<file path="src/rtl/modulo_demux_seq.sv">
// modulo_demux_seq
//   Registered 1-to-N demultiplexer with per-channel hold registers.
//   A write (E=1, CLR=0) routes D to one channel. The channel comes from S
//   (MODE=0) or from an internal scan pointer (MODE=1). In scan mode the
//   pointer advances after every accepted write.
//
// Parameters
//   SEL_W   select width; channel count N = 2**SEL_W
//   DATA_W  data width per channel
//   REVERSE 1: select c drives channel N-1-c; 0: select c drives channel c
//
// Ports
//   CLK    clock; all state changes on the rising edge
//   RST_N  asynchronous active-low reset
//   E      write enable
//   D      write data
//   S      channel select used in addressed mode
//   MODE   0 = addressed, 1 = scan
//   CLR    synchronous clear; overrides a simultaneous write
//   Y      hold registers; channel k at [k*DATA_W +: DATA_W]
//   V      one-cycle write strobe (one-hot or zero)
//   OCC    sticky per-channel written flags
//   PTR    scan pointer
module modulo_demux_seq #(
    parameter int SEL_W   = 4,
    parameter int DATA_W  = 1,
    parameter int REVERSE = 1
) (
    input  logic                        CLK,
    input  logic                        RST_N,
    input  logic                        E,
    input  logic [DATA_W-1:0]           D,
    input  logic [SEL_W-1:0]            S,
    input  logic                        MODE,
    input  logic                        CLR,
    output logic [(2**SEL_W)*DATA_W-1:0] Y,
    output logic [2**SEL_W-1:0]          V,
    output logic [2**SEL_W-1:0]          OCC,
    output logic [SEL_W-1:0]            PTR
);

    localparam int unsigned N = 2**SEL_W;

    logic                     accept;
    logic [SEL_W-1:0]         sel_c;
    logic [SEL_W-1:0]         chan_k;
    logic [N-1:0]             onehot;
    logic [N*DATA_W-1:0]      y_next;

    always_comb begin
        accept = E & ~CLR;
        sel_c  = MODE ? PTR : S;
        // N is a power of two, so N-1-c is the bitwise complement of c.
        chan_k = (REVERSE != 0) ? ~sel_c : sel_c;
        onehot = '0;
        y_next = Y;
        for (int unsigned i = 0; i < N; i++) begin
            onehot[i] = (chan_k == SEL_W'(i));
            if (accept && onehot[i]) begin
                y_next[i*DATA_W +: DATA_W] = D;
            end
        end
    end

    always_ff @(posedge CLK or negedge RST_N) begin
        if (!RST_N) begin
            Y   <= '0;
            V   <= '0;
            OCC <= '0;
            PTR <= '0;
        end else if (CLR) begin
            Y   <= '0;
            V   <= '0;
            OCC <= '0;
            PTR <= '0;
        end else if (accept) begin
            Y   <= y_next;
            V   <= onehot;
            OCC <= OCC | onehot;
            if (MODE) begin
                PTR <= PTR + 1'b1;
            end
        end else begin
            V <= '0;
        end
    end

endmodule

</file>
<file path="config.mk">
export PLATFORM = sky130hd
export DESIGN_NAME = modulo_demux_seq
export DESIGN_NICKNAME = d
export VERILOG_FILES = /design/src/rtl/modulo_demux_seq.sv
export SDC_FILE = /design/constraint.sdc
export NUM_CORES = 1
export LEC_CHECK = 0
export BUFFER_PORTS_ARGS = -buffer_cell sky130_fd_sc_hd__buf_2
export CAP_MARGIN = 0
export CORE_ASPECT_RATIO = 1.2
export CORE_MARGIN = 10
export CORE_UTILIZATION = 35
export CTS_CLUSTER_SIZE = 16
export DETAILED_ROUTE_END_ITERATION = 12
export PLACE_DENSITY = 0.6
export SLEW_MARGIN = 40
export SYNTH_ARGS = -nofsm -noshare
export SYNTH_HDL_FRONTEND = slang
export SYNTH_SLANG_ARGS = --single-unit
</file>
<file path="constraint.sdc">
create_clock -name CLK -period 2 [get_ports CLK]
set_input_delay 0.2 -clock CLK [delete_from_list [all_inputs] [get_ports CLK]]
set_output_delay 0.2 -clock CLK [all_outputs]
set_load 0.01 [all_outputs]
</file>
==> run_summary.xml, run 1 <==
<?xml version="1.0" encoding="UTF-8"?>
<metrics>
  <group name="status">
    <metric name="result_of_the_run" unit="">completed</metric>
  </group>
  <group name="routing">
    <metric name="drt-wirelength-per-cell" unit="um">17.2</metric>
    <metric name="route.detailed.drc" unit="">0</metric>
    <metric name="vias" unit="">1676</metric>
    <metric name="route.antenna.remaining_nets" unit="">0</metric>
    <metric name="drt_pass1_iterations" unit="">4</metric>
    <metric name="routed_wirelength" unit="um">5940</metric>
    <metric name="dr.first_iter.drc_count" unit="">128</metric>
    <metric name="route.detailed.vias_per_inst" unit="">4.86</metric>
  </group>
  <group name="sta">
    <metric name="setup_viol_count_final" unit="">0</metric>
    <metric name="final_max_slew_viol_count" unit="">0</metric>
    <metric name="slew-limit-headroom" unit="">0.627</metric>
    <metric name="setup_skew" unit="ns">0.00592</metric>
    <metric name="setup-tns-final" unit="ns">0</metric>
    <metric name="period_share" unit="">0.738</metric>
    <metric name="hold_violations" unit="">0</metric>
    <metric name="rsz0062_at_grt" unit="">false</metric>
    <metric name="highest_attainable_clock_frequency" unit="MHz">678</metric>
    <metric name="fin_crit" unit="ns">1.48</metric>
    <metric name="tightest_slew" unit="ns">0.559</metric>
    <metric name="fin_ws" unit="ns">0.525</metric>
  </group>
  <group name="cells_and_area">
    <metric name="layout_commonest_cell" unit="">sky130_fd_sc_hd__buf_2</metric>
    <metric name="nets" unit="">271</metric>
    <metric name="fillCellCount" unit="">653</metric>
    <metric name="antenna_cells" unit="">0</metric>
    <metric name="layout-area-overhead-vs-synth" unit="%">21.0</metric>
    <metric name="layout.cells.most_common_list" unit="">sky130_fd_sc_hd__buf_2, sky130_fd_sc_hd__dfrtp_1, sky130_fd_sc_hd__inv_1</metric>
    <metric name="final_layout_size_suffix_gt1_frac" unit="">0.346</metric>
  </group>
  <group name="synthesis">
    <metric name="ys_seq_elements" unit="">52</metric>
    <metric name="syn_inst" unit="">195</metric>
    <metric name="postSynthNetCount" unit="">206</metric>
    <metric name="synth_cell_types" unit="">29</metric>
    <metric name="post_synth_instance_area" unit="um2">2310</metric>
    <metric name="seq_area_frac_synth" unit="">0.563</metric>
    <metric name="syn-mean-instance-area" unit="um2">11.9</metric>
    <metric name="yosys_warnings" unit="">0</metric>
  </group>
  <group name="clock_network">
    <metric name="cts.root.buffer_cell" unit="">sky130_fd_sc_hd__clkbuf_8</metric>
    <metric name="cts-root-to-sink-buffers" unit="">2</metric>
    <metric name="cts_tree" unit="">done</metric>
    <metric name="worstSkewPairLatency" unit="ns">0.30</metric>
    <metric name="cts-resized-gates" unit="">0</metric>
    <metric name="cts_hold_buf" unit="">1</metric>
    <metric name="buffer_count_from_post_cts_setup_fixing" unit="">0</metric>
    <metric name="tritoncts_num_sinks" unit="">52</metric>
    <metric name="cts_made_buffers" unit="">5</metric>
    <metric name="cts_max_level" unit="">2</metric>
    <metric name="clock_transition_at_the_registers_of_the_reported_paths" unit="ns">0.09</metric>
  </group>
  <group name="setup_path">
    <metric name="critical_path_class" unit="">reg -&gt; reg</metric>
    <metric name="startpoint_type" unit="">flip-flop</metric>
    <metric name="worst-endpoint-arrival" unit="ns">1.65</metric>
    <metric name="critPathRequiredTime" unit="ns">2.18</metric>
    <metric name="critical_path.max_fanout" unit="">8</metric>
    <metric name="setup.worst_path.end_class" unit="">flip-flop</metric>
  </group>
  <group name="power">
    <metric name="p_leak" unit="nW">1.55</metric>
    <metric name="cellPowerDensity" unit="nW/um2">657</metric>
    <metric name="highest_ir_drop_seen_on_vdd" unit="mV">0.281</metric>
  </group>
  <group name="floorplan">
    <metric name="die_height" unit="um">109</metric>
    <metric name="die_width" unit="um">94.2</metric>
    <metric name="dieArea" unit="um2">10300</metric>
    <metric name="rows" unit="">32</metric>
    <metric name="core_area" unit="um2">6410</metric>
    <metric name="start_util" unit="">0.361</metric>
    <metric name="ioPinCount" unit="">62</metric>
  </group>
  <group name="placed_design">
    <metric name="hpwlAfterDp" unit="um">4420</metric>
    <metric name="gp_congestion" unit="">0.773</metric>
    <metric name="io_buffers" unit="">61</metric>
    <metric name="pre_cts_slack" unit="ns">0.419</metric>
  </group>
  <group name="global_route">
    <metric name="grt_util_all_layers" unit="">0.122</metric>
    <metric name="wire_length_of_the_first_global_routing_pass" unit="um">9950</metric>
    <metric name="gr-total-overflow" unit="">0</metric>
    <metric name="grt_pass1_vias" unit="">1778</metric>
    <metric name="maximum_number_of_pins_on_one_net_before_global_route_repair" unit="">26</metric>
    <metric name="grt_antenna_before_repair" unit="">0</metric>
  </group>
  <group name="flow_run">
    <metric name="max-cap-violations" unit="">0</metric>
  </group>
  <group name="hold_path">
    <metric name="worstHoldPathType" unit="">in -&gt; reg</metric>
  </group>
</metrics>
-- sequential cells by signal, summed over array words and instances (netlist names) --
name	flops
Y	16
OCC	16
PTR	4
V	16
-- synthesized netlist by cell type --
cell type | instances | area [um2]
sky130_fd_sc_hd__a21oi_1 | 2 | 10.0
sky130_fd_sc_hd__and3_2 | 2 | 15.0
sky130_fd_sc_hd__and3b_2 | 5 | 50.1
sky130_fd_sc_hd__buf_1 | 1 | 3.75
sky130_fd_sc_hd__buf_2 | 3 | 15.0
sky130_fd_sc_hd__buf_6 | 1 | 11.3
sky130_fd_sc_hd__buf_8 | 1 | 15.0
sky130_fd_sc_hd__clkbuf_1 | 3 | 11.3
sky130_fd_sc_hd__dfrtp_1 | 52 | 1300
sky130_fd_sc_hd__ha_1 | 1 | 12.5
sky130_fd_sc_hd__inv_1 | 25 | 93.8
sky130_fd_sc_hd__mux2_4 | 1 | 15.0
sky130_fd_sc_hd__mux2i_1 | 16 | 160
sky130_fd_sc_hd__mux2i_4 | 2 | 45.0
sky130_fd_sc_hd__nand2_1 | 2 | 7.51
sky130_fd_sc_hd__nand2b_1 | 17 | 106
sky130_fd_sc_hd__nand3_1 | 3 | 15.0
sky130_fd_sc_hd__nor2_1 | 14 | 52.6
sky130_fd_sc_hd__nor2b_1 | 1 | 6.26
sky130_fd_sc_hd__nor3_4 | 1 | 16.3
sky130_fd_sc_hd__nor3b_2 | 3 | 37.5
sky130_fd_sc_hd__nor3b_4 | 1 | 18.8
sky130_fd_sc_hd__o2111ai_1 | 8 | 70.1
sky130_fd_sc_hd__o21ai_0 | 9 | 45.0
sky130_fd_sc_hd__o21ai_4 | 2 | 32.5
sky130_fd_sc_hd__o221ai_1 | 8 | 70.1
sky130_fd_sc_hd__o22ai_1 | 8 | 50.1
sky130_fd_sc_hd__or3_1 | 1 | 6.26
sky130_fd_sc_hd__xor2_1 | 2 | 17.5
-- worst max-delay path: stages, from the launching register on --
cell and delay [ns]:
sky130_fd_sc_hd__dfrtp_1 0.49, sky130_fd_sc_hd__nor3b_2 0.41, sky130_fd_sc_hd__o2111ai_1 0.28, sky130_fd_sc_hd__mux2i_1 0.17
-- metrics by stage --
step	instance area [um2]	total power [mW]	hold WS, ns	std cells	util
floorplan	2310	1.20	-0.0956	195	-
global placement	2700	1.28	0.220	337	0.422
global route	2800	1.91	0.297	345	0.436
detailed placement	2700	1.28	0.224	337	0.422
finish	2800	1.84	0.270	345	0.436
CTS	2800	1.86	0.272	345	0.436
-- power by group --
part	internal, mW	switching (mW)	total (mW)
registers	1.07	0.0134	1.08
logic	0.0631	0.118	0.181
clock network	0.238	0.338	0.576
-- area by class of cell --
cell class | count | area, um2 | share of cell area
well taps | 85 | 106 | 0.0380
multi-input cells | 109 | 860 | 0.308
repair buffers | 67 | 353 | 0.126
inverters | 25 | 93.8 | 0.0336
clock buffers | 5 | 68.8 | 0.0246
flip-flops and latches | 52 | 1300 | 0.466
clock inverters | 2 | 12.5 | 0.00448
-- kinds of logic after synthesis --
kind of cell,count (synthesis),synth area share
multiplexers,19,0.0953
flip-flops,52,0.563
buffers and inverters,34,0.0650
adder cells (fa/ha/maj),1,0.00541
XOR/XNOR,2,0.00758
AO/OA/AOI/OAI,37,0.120
AND/OR/NAND/NOR,50,0.143
-- final timing paths --
kind                       startpoint     end  slack (ns)  cells after the start
setup / recovery               PTR[0]   Y[11]        0.52                      3
hold / removal                    CLR  PTR[0]        0.27                      2
setup reg to reg               PTR[0]   Y[11]        0.52                      3
hold reg to reg                OCC[2]  OCC[2]        0.53                      2
max in group asynchronous       RST_N    V[3]        0.96                      3
min in group asynchronous       RST_N  OCC[9]        0.41                      2
-- layer usage --
layer,track usage,part of all wire,vias up
met5,0,0,-
met4,0.0576,0.022,0
met3,0.0323,0.060,14
met2,0.195,0.49,54
met1,0.149,0.43,805
li1,-,-,803
(Power assumes the default switching activity.)
==> run 2, diff against run 1 <==
==> constraint.sdc (replaced) <==
create_clock -name CLK -period 1.5 [get_ports CLK]
set_input_delay 0.15 -clock CLK [delete_from_list [all_inputs] [get_ports CLK]]
set_output_delay 0.15 -clock CLK [all_outputs]
set_load 0.01 [all_outputs]
==> run 2 against run 1 <==
Compared with the run above: clock skew is 0.0038 ns higher; non-clock buffer count increased by 4; sequential power increased by 33%; sequential share of layout area fell by 0.92 points; maximum frequency grew 5.8%; worst setup slack got worse by 0.42 ns; total power up 36%; clock-buffer cell count is 1 higher; highest routed layer unchanged; register-to-register slack worse by 0.42 ns; largest power group unchanged.
==> run_summary.xml, run 2 (synthesized netlist as in run 1, its figures left out) <==
<?xml version="1.0" encoding="UTF-8"?>
<metrics>
  <group name="cells_and_area">
    <metric name="fillCellCount" unit="">632</metric>
    <metric name="layout_commonest_cell" unit="">sky130_fd_sc_hd__buf_2</metric>
    <metric name="reg.largest.list" unit="">OCC: 16 flops, V: 16 flops, Y: 16 flops</metric>
    <metric name="layout.cells.most_common_list" unit="">sky130_fd_sc_hd__buf_2, sky130_fd_sc_hd__dfrtp_1, sky130_fd_sc_hd__inv_1</metric>
    <metric name="finish.instance_area" unit="um2">2850</metric>
    <metric name="antenna_cells" unit="">0</metric>
    <metric name="register_area" unit="um2">1300</metric>
    <metric name="final_layout_size_suffix_gt1_frac" unit="">0.358</metric>
    <metric name="nets" unit="">275</metric>
    <metric name="layout-area-overhead-vs-synth" unit="%">23.4</metric>
    <metric name="multi_input_area" unit="um2">866</metric>
  </group>
  <group name="setup_path">
    <metric name="worst-endpoint-arrival" unit="ns">1.63</metric>
    <metric name="timing.critical_path.max_delay_family" unit="">flip-flops</metric>
    <metric name="r2r_start" unit="">PTR[0]</metric>
    <metric name="cp_slowest_cell" unit="">sky130_fd_sc_hd__dfrtp_1</metric>
    <metric name="cp_slowest_stage_delay" unit="ns">0.42</metric>
    <metric name="worstRegToRegCells" unit="">3</metric>
    <metric name="critical_path.max_fanout" unit="">5</metric>
    <metric name="critPathRequiredTime" unit="ns">1.74</metric>
    <metric name="setup.worst_path.end_class" unit="">flip-flop</metric>
    <metric name="critical_path_class" unit="">reg -&gt; reg</metric>
    <metric name="regToRegEndpoint" unit="">Y[14]</metric>
    <metric name="worst-r2r-setup-slack" unit="ns">0.11</metric>
    <metric name="cp_cell_sequence" unit="">and3b_2 -&gt; o2111ai_1 -&gt; mux2i_1</metric>
    <metric name="startpoint_type" unit="">flip-flop</metric>
    <metric name="worstPathBufferInverterCount" unit="">0</metric>
  </group>
  <group name="floorplan">
    <metric name="ioPinCount" unit="">62</metric>
    <metric name="start_util" unit="">0.361</metric>
    <metric name="dieArea" unit="um2">10300</metric>
    <metric name="core_area" unit="um2">6410</metric>
    <metric name="die_height" unit="um">109</metric>
    <metric name="rows" unit="">32</metric>
    <metric name="die_width" unit="um">94.2</metric>
  </group>
  <group name="routing">
    <metric name="drt-met1-wl" unit="um">2470</metric>
    <metric name="dr_wl_met2" unit="um">2800</metric>
    <metric name="routed_wirelength" unit="um">5640</metric>
    <metric name="drt_pass1_iterations" unit="">4</metric>
    <metric name="vias" unit="">1672</metric>
    <metric name="route.detailed.drc" unit="">0</metric>
    <metric name="route.antenna.remaining_nets" unit="">0</metric>
    <metric name="length_of_routed_met3_wiring" unit="um">317</metric>
    <metric name="drt-wirelength-per-cell" unit="um">16.1</metric>
    <metric name="dr.first_iter.drc_count" unit="">84</metric>
    <metric name="route.detailed.vias_per_inst" unit="">4.78</metric>
    <metric name="top_layer_used" unit="">met4</metric>
  </group>
  <group name="global_route">
    <metric name="grt_pass1_vias" unit="">1659</metric>
    <metric name="gr-total-overflow" unit="">0</metric>
    <metric name="maximum_number_of_pins_on_one_net_before_global_route_repair" unit="">53</metric>
    <metric name="wire_length_of_the_first_global_routing_pass" unit="um">9020</metric>
    <metric name="grt_util_all_layers" unit="">0.110</metric>
    <metric name="grt_antenna_before_repair" unit="">0</metric>
  </group>
  <group name="sta">
    <metric name="rsz0062_at_grt" unit="">false</metric>
    <metric name="setup_skew" unit="ns">0.00969</metric>
    <metric name="slew-limit-headroom" unit="">0.686</metric>
    <metric name="tightest_slew" unit="ns">0.469</metric>
    <metric name="final_max_slew_viol_count" unit="">0</metric>
    <metric name="highest_attainable_clock_frequency" unit="MHz">717</metric>
    <metric name="setup_viol_count_final" unit="">0</metric>
    <metric name="period_share" unit="">0.929</metric>
    <metric name="fin_ws" unit="ns">0.106</metric>
    <metric name="fin_crit" unit="ns">1.39</metric>
    <metric name="worst_hold_slack" unit="ns">0.215</metric>
    <metric name="setup-tns-final" unit="ns">0</metric>
    <metric name="hold_violations" unit="">0</metric>
  </group>
  <group name="hold_path">
    <metric name="hold_path_depth" unit="">3</metric>
    <metric name="whs_endpoint" unit="">Y[14]</metric>
    <metric name="hold_path_startpoint" unit="">D</metric>
    <metric name="worstHoldPathType" unit="">in -&gt; reg</metric>
  </group>
  <group name="flow_run">
    <metric name="max-cap-violations" unit="">0</metric>
  </group>
  <group name="clock_network">
    <metric name="cts_made_buffers" unit="">5</metric>
    <metric name="tritoncts_num_sinks" unit="">52</metric>
    <metric name="cts_tree" unit="">done</metric>
    <metric name="cts_max_level" unit="">2</metric>
    <metric name="cts.root.buffer_cell" unit="">sky130_fd_sc_hd__clkbuf_8</metric>
    <metric name="cts-root-to-sink-buffers" unit="">2</metric>
    <metric name="worstSkewPairLatency" unit="ns">0.31</metric>
    <metric name="clock_transition_at_the_registers_of_the_reported_paths" unit="ns">0.10</metric>
  </group>
  <group name="placed_design">
    <metric name="io_buffers" unit="">61</metric>
    <metric name="hpwlAfterDp" unit="um">4200</metric>
    <metric name="gp_congestion" unit="">0.741</metric>
    <metric name="pre_cts_slack" unit="ns">0.00536</metric>
    <metric name="post_dp_cell_area" unit="um2">2750</metric>
  </group>
  <group name="power">
    <metric name="cellPowerDensity" unit="nW/um2">874</metric>
    <metric name="highest_ir_drop_seen_on_vdd" unit="mV">0.391</metric>
    <metric name="p_leak" unit="nW">1.58</metric>
  </group>
  <group name="status">
    <metric name="result_of_the_run" unit="">completed</metric>
  </group>
</metrics>
## run 2: cell types whose count changed in the layout (fill, tap and decap cells not counted)
| cell | previous run | this run |
|---|---|---|
| sky130_fd_sc_hd__buf_12 | 0 | 1 |
| sky130_fd_sc_hd__buf_4 | 5 | 8 |
| sky130_fd_sc_hd__clkbuf_1 | 0 | 1 |
| sky130_fd_sc_hd__clkinv_2 | 1 | 0 |
| sky130_fd_sc_hd__clkinv_4 | 0 | 1 |
| sky130_fd_sc_hd__o2111ai_1 | 8 | 7 |
| sky130_fd_sc_hd__o2111ai_2 | 0 | 1 |
## run 2: metal layers
| metal | up-vias | track usage |
|---|---|---|
| met3 | 6 | 0.0282 |
| met2 | 44 | 0.178 |
| met4 | 0 | 0.0413 |
| met5 | - | 0 |
| met1 | 814 | 0.137 |
| li1 | 808 | - |
## run 2: layout make-up
type                       instances  share of cell area
clock inverter                     2             0.00570
timing repair buffer              71               0.139
clock buffer                       6              0.0254
multi-input combinational        109               0.304
sequential                        52               0.456
tap                               85              0.0373
inverter                          25              0.0329
## run 2: tightest hold or removal path: cells and delay by family
kind	cells	cell delay [ns]
buf+inv	2	0.20
mux	1	0.14
## run 2: how the worst max path moves through the flow
stage / startpoint / end / slack [ns] / cells after the start
6_report: PTR[0] / Y[14] / 0.11 / 3
3_3_place_gp: MODE / Y[13] / 0.0002 / 4
2_1_floorplan: PTR[0] / Y[13] / 0.21 / 3
3_5_place_dp: MODE / Y[14] / 0.005 / 4
5_1_grt: PTR[0] / Y[14] / 0.006 / 3
4_1_cts: PTR[0] / Y[14] / 0.09 / 3
## run 2: power breakdown
group | internal, mW | switching (mW) | leakage [nW]
Combinational | 0.0940 | 0.158 | 0.813
Clock | 0.333 | 0.469 | 0.0414
Sequential | 1.42 | 0.0137 | 0.722
## run 2: metrics by stage
stage	cells	util	power, mW
floorplan	195	-	1.60
global placement	341	0.429	1.72
detailed placement	341	0.429	1.72
CTS	350	0.444	2.52
global route	350	0.445	2.61
finish	350	0.445	2.49
## run 2: repair_timing
action / 4_1_cts / 5_1_grt
endpoints found under the setup margin: 0 / 2
endpoints found under the hold margin: 52 / 0
buffers inserted: 0 / 0
hold buffers: 1 / 0
gates resized for setup: 0 / 1
==> run 3, diff against run 2 <==
--- a/config.mk
+++ b/config.mk
@@ -13,7 +13,7 @@
 export CTS_CLUSTER_SIZE = 16
 export DETAILED_ROUTE_END_ITERATION = 12
 export PLACE_DENSITY = 0.6
-export SLEW_MARGIN = 40
+export SLEW_MARGIN = 20
 export SYNTH_ARGS = -nofsm -noshare
 export SYNTH_HDL_FRONTEND = slang
 export SYNTH_SLANG_ARGS = --single-unit
==> constraint.sdc (replaced) <==
create_clock -name CLK -period 1.7 [get_ports CLK]
set_input_delay 0.17 -clock CLK [delete_from_list [all_inputs] [get_ports CLK]]
set_output_delay 0.17 -clock CLK [all_outputs]
set_load 0.01 [all_outputs]
==> run 3 against run 2 <==
Compared with the run above: cell count shrank 1.4%; hold slack improved by 0.030 ns; clock-buffer cell count unchanged; via count decreased by 3.6%.
==> run_summary.xml, run 3 (synthesized netlist as in run 1, its figures left out) <==
<?xml version="1.0" encoding="UTF-8"?>
<metrics>
  <group name="setup_path">
    <metric name="cp_cell_sequence" unit="">and3b_2 -&gt; o2111ai_1 -&gt; mux2i_1</metric>
    <metric name="critical_path.max_fanout" unit="">8</metric>
    <metric name="critPathRequiredTime" unit="ns">1.93</metric>
    <metric name="startpoint_type" unit="">flip-flop</metric>
    <metric name="worst-endpoint-arrival" unit="ns">1.67</metric>
    <metric name="setup.worst_path.end_class" unit="">flip-flop</metric>
    <metric name="timing.critical_path.max_delay_family" unit="">flip-flops</metric>
    <metric name="cp_slowest_cell" unit="">sky130_fd_sc_hd__dfrtp_1</metric>
    <metric name="cp_slowest_stage_delay" unit="ns">0.50</metric>
    <metric name="critical_path_class" unit="">reg -&gt; reg</metric>
    <metric name="worstPathBufferInverterCount" unit="">0</metric>
  </group>
  <group name="power">
    <metric name="highest_ir_drop_seen_on_vdd" unit="mV">0.285</metric>
    <metric name="clock_power_share" unit="">0.359</metric>
    <metric name="total_switching_power" unit="mW">0.540</metric>
    <metric name="internal_power" unit="mW">1.77</metric>
    <metric name="design_power_total" unit="mW">2.31</metric>
    <metric name="p_leak" unit="nW">1.56</metric>
    <metric name="cellPowerDensity" unit="nW/um2">817</metric>
    <metric name="switching_share_of_power" unit="">0.234</metric>
    <metric name="power.share.combinational" unit="">0.091</metric>
    <metric name="power.share.sequential" unit="">0.550</metric>
  </group>
  <group name="sta">
    <metric name="setup-tns-final" unit="ns">0</metric>
    <metric name="setup_viol_count_final" unit="">0</metric>
    <metric name="rsz0062_at_grt" unit="">false</metric>
    <metric name="tightest_slew" unit="ns">0.461</metric>
    <metric name="final_max_slew_viol_count" unit="">0</metric>
    <metric name="period_share" unit="">0.849</metric>
    <metric name="highest_attainable_clock_frequency" unit="MHz">693</metric>
    <metric name="fin_crit" unit="ns">1.44</metric>
    <metric name="setup_skew" unit="ns">0.00680</metric>
    <metric name="slew-limit-headroom" unit="">0.691</metric>
    <metric name="hold_violations" unit="">0</metric>
  </group>
  <group name="routing">
    <metric name="route.antenna.remaining_nets" unit="">0</metric>
    <metric name="route.detailed.drc" unit="">0</metric>
    <metric name="drt-wirelength-per-cell" unit="um">16.5</metric>
    <metric name="drt_pass1_iterations" unit="">4</metric>
    <metric name="routed_wirelength" unit="um">5690</metric>
    <metric name="vias" unit="">1611</metric>
    <metric name="route.detailed.vias_per_inst" unit="">4.67</metric>
    <metric name="dr.first_iter.drc_count" unit="">92</metric>
  </group>
  <group name="cells_and_area">
    <metric name="final_layout_size_suffix_gt1_frac" unit="">0.342</metric>
    <metric name="fillCellCount" unit="">644</metric>
    <metric name="register_area" unit="um2">1300</metric>
    <metric name="layout_commonest_cell" unit="">sky130_fd_sc_hd__buf_2</metric>
    <metric name="reg.largest.list" unit="">OCC: 16 flops, V: 16 flops, Y: 16 flops</metric>
    <metric name="layout-area-overhead-vs-synth" unit="%">22.3</metric>
    <metric name="multi_input_area" unit="um2">860</metric>
    <metric name="nets" unit="">270</metric>
    <metric name="layout.cells.most_common_list" unit="">sky130_fd_sc_hd__buf_2, sky130_fd_sc_hd__dfrtp_1, sky130_fd_sc_hd__inv_1</metric>
    <metric name="antenna_cells" unit="">0</metric>
  </group>
  <group name="floorplan">
    <metric name="dieArea" unit="um2">10300</metric>
    <metric name="die_width" unit="um">94.2</metric>
    <metric name="die_height" unit="um">109</metric>
    <metric name="core_area" unit="um2">6410</metric>
    <metric name="rows" unit="">32</metric>
    <metric name="ioPinCount" unit="">62</metric>
    <metric name="start_util" unit="">0.361</metric>
  </group>
  <group name="clock_network">
    <metric name="worstSkewPairLatency" unit="ns">0.30</metric>
    <metric name="cts_max_level" unit="">2</metric>
    <metric name="buffer_count_from_post_cts_setup_fixing" unit="">0</metric>
    <metric name="cts-root-to-sink-buffers" unit="">2</metric>
    <metric name="cts_tree" unit="">done</metric>
    <metric name="tritoncts_num_sinks" unit="">52</metric>
    <metric name="cts_made_buffers" unit="">5</metric>
    <metric name="clock_transition_at_the_registers_of_the_reported_paths" unit="ns">0.09</metric>
    <metric name="cts.root.buffer_cell" unit="">sky130_fd_sc_hd__clkbuf_8</metric>
    <metric name="cts-resized-gates" unit="">0</metric>
  </group>
  <group name="flow_run">
    <metric name="max-cap-violations" unit="">0</metric>
  </group>
  <group name="placed_design">
    <metric name="hpwlAfterDp" unit="um">4330</metric>
    <metric name="gp_congestion" unit="">0.780</metric>
    <metric name="io_buffers" unit="">61</metric>
  </group>
  <group name="global_route">
    <metric name="gr-total-overflow" unit="">0</metric>
    <metric name="grt_util_all_layers" unit="">0.114</metric>
    <metric name="grt_pass1_vias" unit="">1746</metric>
    <metric name="grt_antenna_before_repair" unit="">0</metric>
    <metric name="maximum_number_of_pins_on_one_net_before_global_route_repair" unit="">38</metric>
    <metric name="wire_length_of_the_first_global_routing_pass" unit="um">9250</metric>
  </group>
  <group name="status">
    <metric name="result_of_the_run" unit="">completed</metric>
  </group>
  <group name="hold_path">
    <metric name="worstHoldPathType" unit="">in -&gt; reg</metric>
  </group>
</metrics>
run 3: cell count changes in the layout (fill, tap and decap cells not counted):
cell,change
sky130_fd_sc_hd__clkinv_2,+1
sky130_fd_sc_hd__clkinvlp_4,-1
sky130_fd_sc_hd__clkinv_4,-1
sky130_fd_sc_hd__o2111ai_2,-1
sky130_fd_sc_hd__o2111ai_1,+1
sky130_fd_sc_hd__buf_4,-5
sky130_fd_sc_hd__bufinv_16,+1
run 3: layer usage:
layer	track usage	wire length (um)
met4	0.0500	115
met2	0.188	2800
met1	0.133	2440
met5	0	0
met3	0.0351	337
run 3: worst reg2reg max path, cell delays in order (launching register included):
cell	delay, ns
sky130_fd_sc_hd__dfrtp_1	0.50
sky130_fd_sc_hd__and3b_2	0.30
sky130_fd_sc_hd__o2111ai_1	0.34
sky130_fd_sc_hd__mux2i_1	0.23
run 3: path summary, 6_finish.rpt:
check	start	endpoint	slack [ns]	depth (start not counted)
max reg2reg	PTR[0]	Y[13]	0.26	3
max	PTR[0]	Y[13]	0.26	3
min	E	PTR[1]	0.24	3
max in group asynchronous	RST_N	OCC[7]	0.86	3
min in group asynchronous	RST_N	Y[5]	0.32	2
min reg2reg	OCC[11]	OCC[11]	0.53	2
run 3: repair_timing:
action | 4_1_cts | 5_1_grt
hold endpoints to repair | 15 | 0
endpoints found under the setup margin | 0 | 0
hold buffers | 1 | 0
run 3: layout make-up:
cell class                 instances  area share
clock inverter                     2      0.0124
sequential                        52       0.460
multi-input combinational        109       0.304
inverter                          25      0.0332
clock buffer                       6      0.0257
tap                               85      0.0376
timing repair buffer              66       0.127
run 3: power groups by stage:
| stage | sequential [mW] | combinational (mW) | clock, mW |
|---|---|---|---|
| 6_report | 1.27 | 0.210 | 0.828 |
| 5_1_grt | 1.27 | 0.233 | 0.916 |
| 4_1_cts | 1.27 | 0.215 | 0.865 |
| 3_5_place_dp | 1.30 | 0.214 | 0 |
| 3_3_place_gp | 1.30 | 0.213 | 0 |
| 2_1_floorplan | 1.30 | 0.110 | 0 |
run 3: metrics by stage:
stage               worst slack (ns)  utilization  cell area, um2  instances  hold WS (ns)
floorplan                      0.407            -            2310        195        -0.126
global placement               0.189        0.423            2710        336         0.119
detailed placement             0.165        0.423            2710        336         0.124
CTS                            0.247        0.441            2830        345         0.228
global route                   0.156        0.441            2830        345         0.244
finish                         0.256        0.441            2830        345         0.244
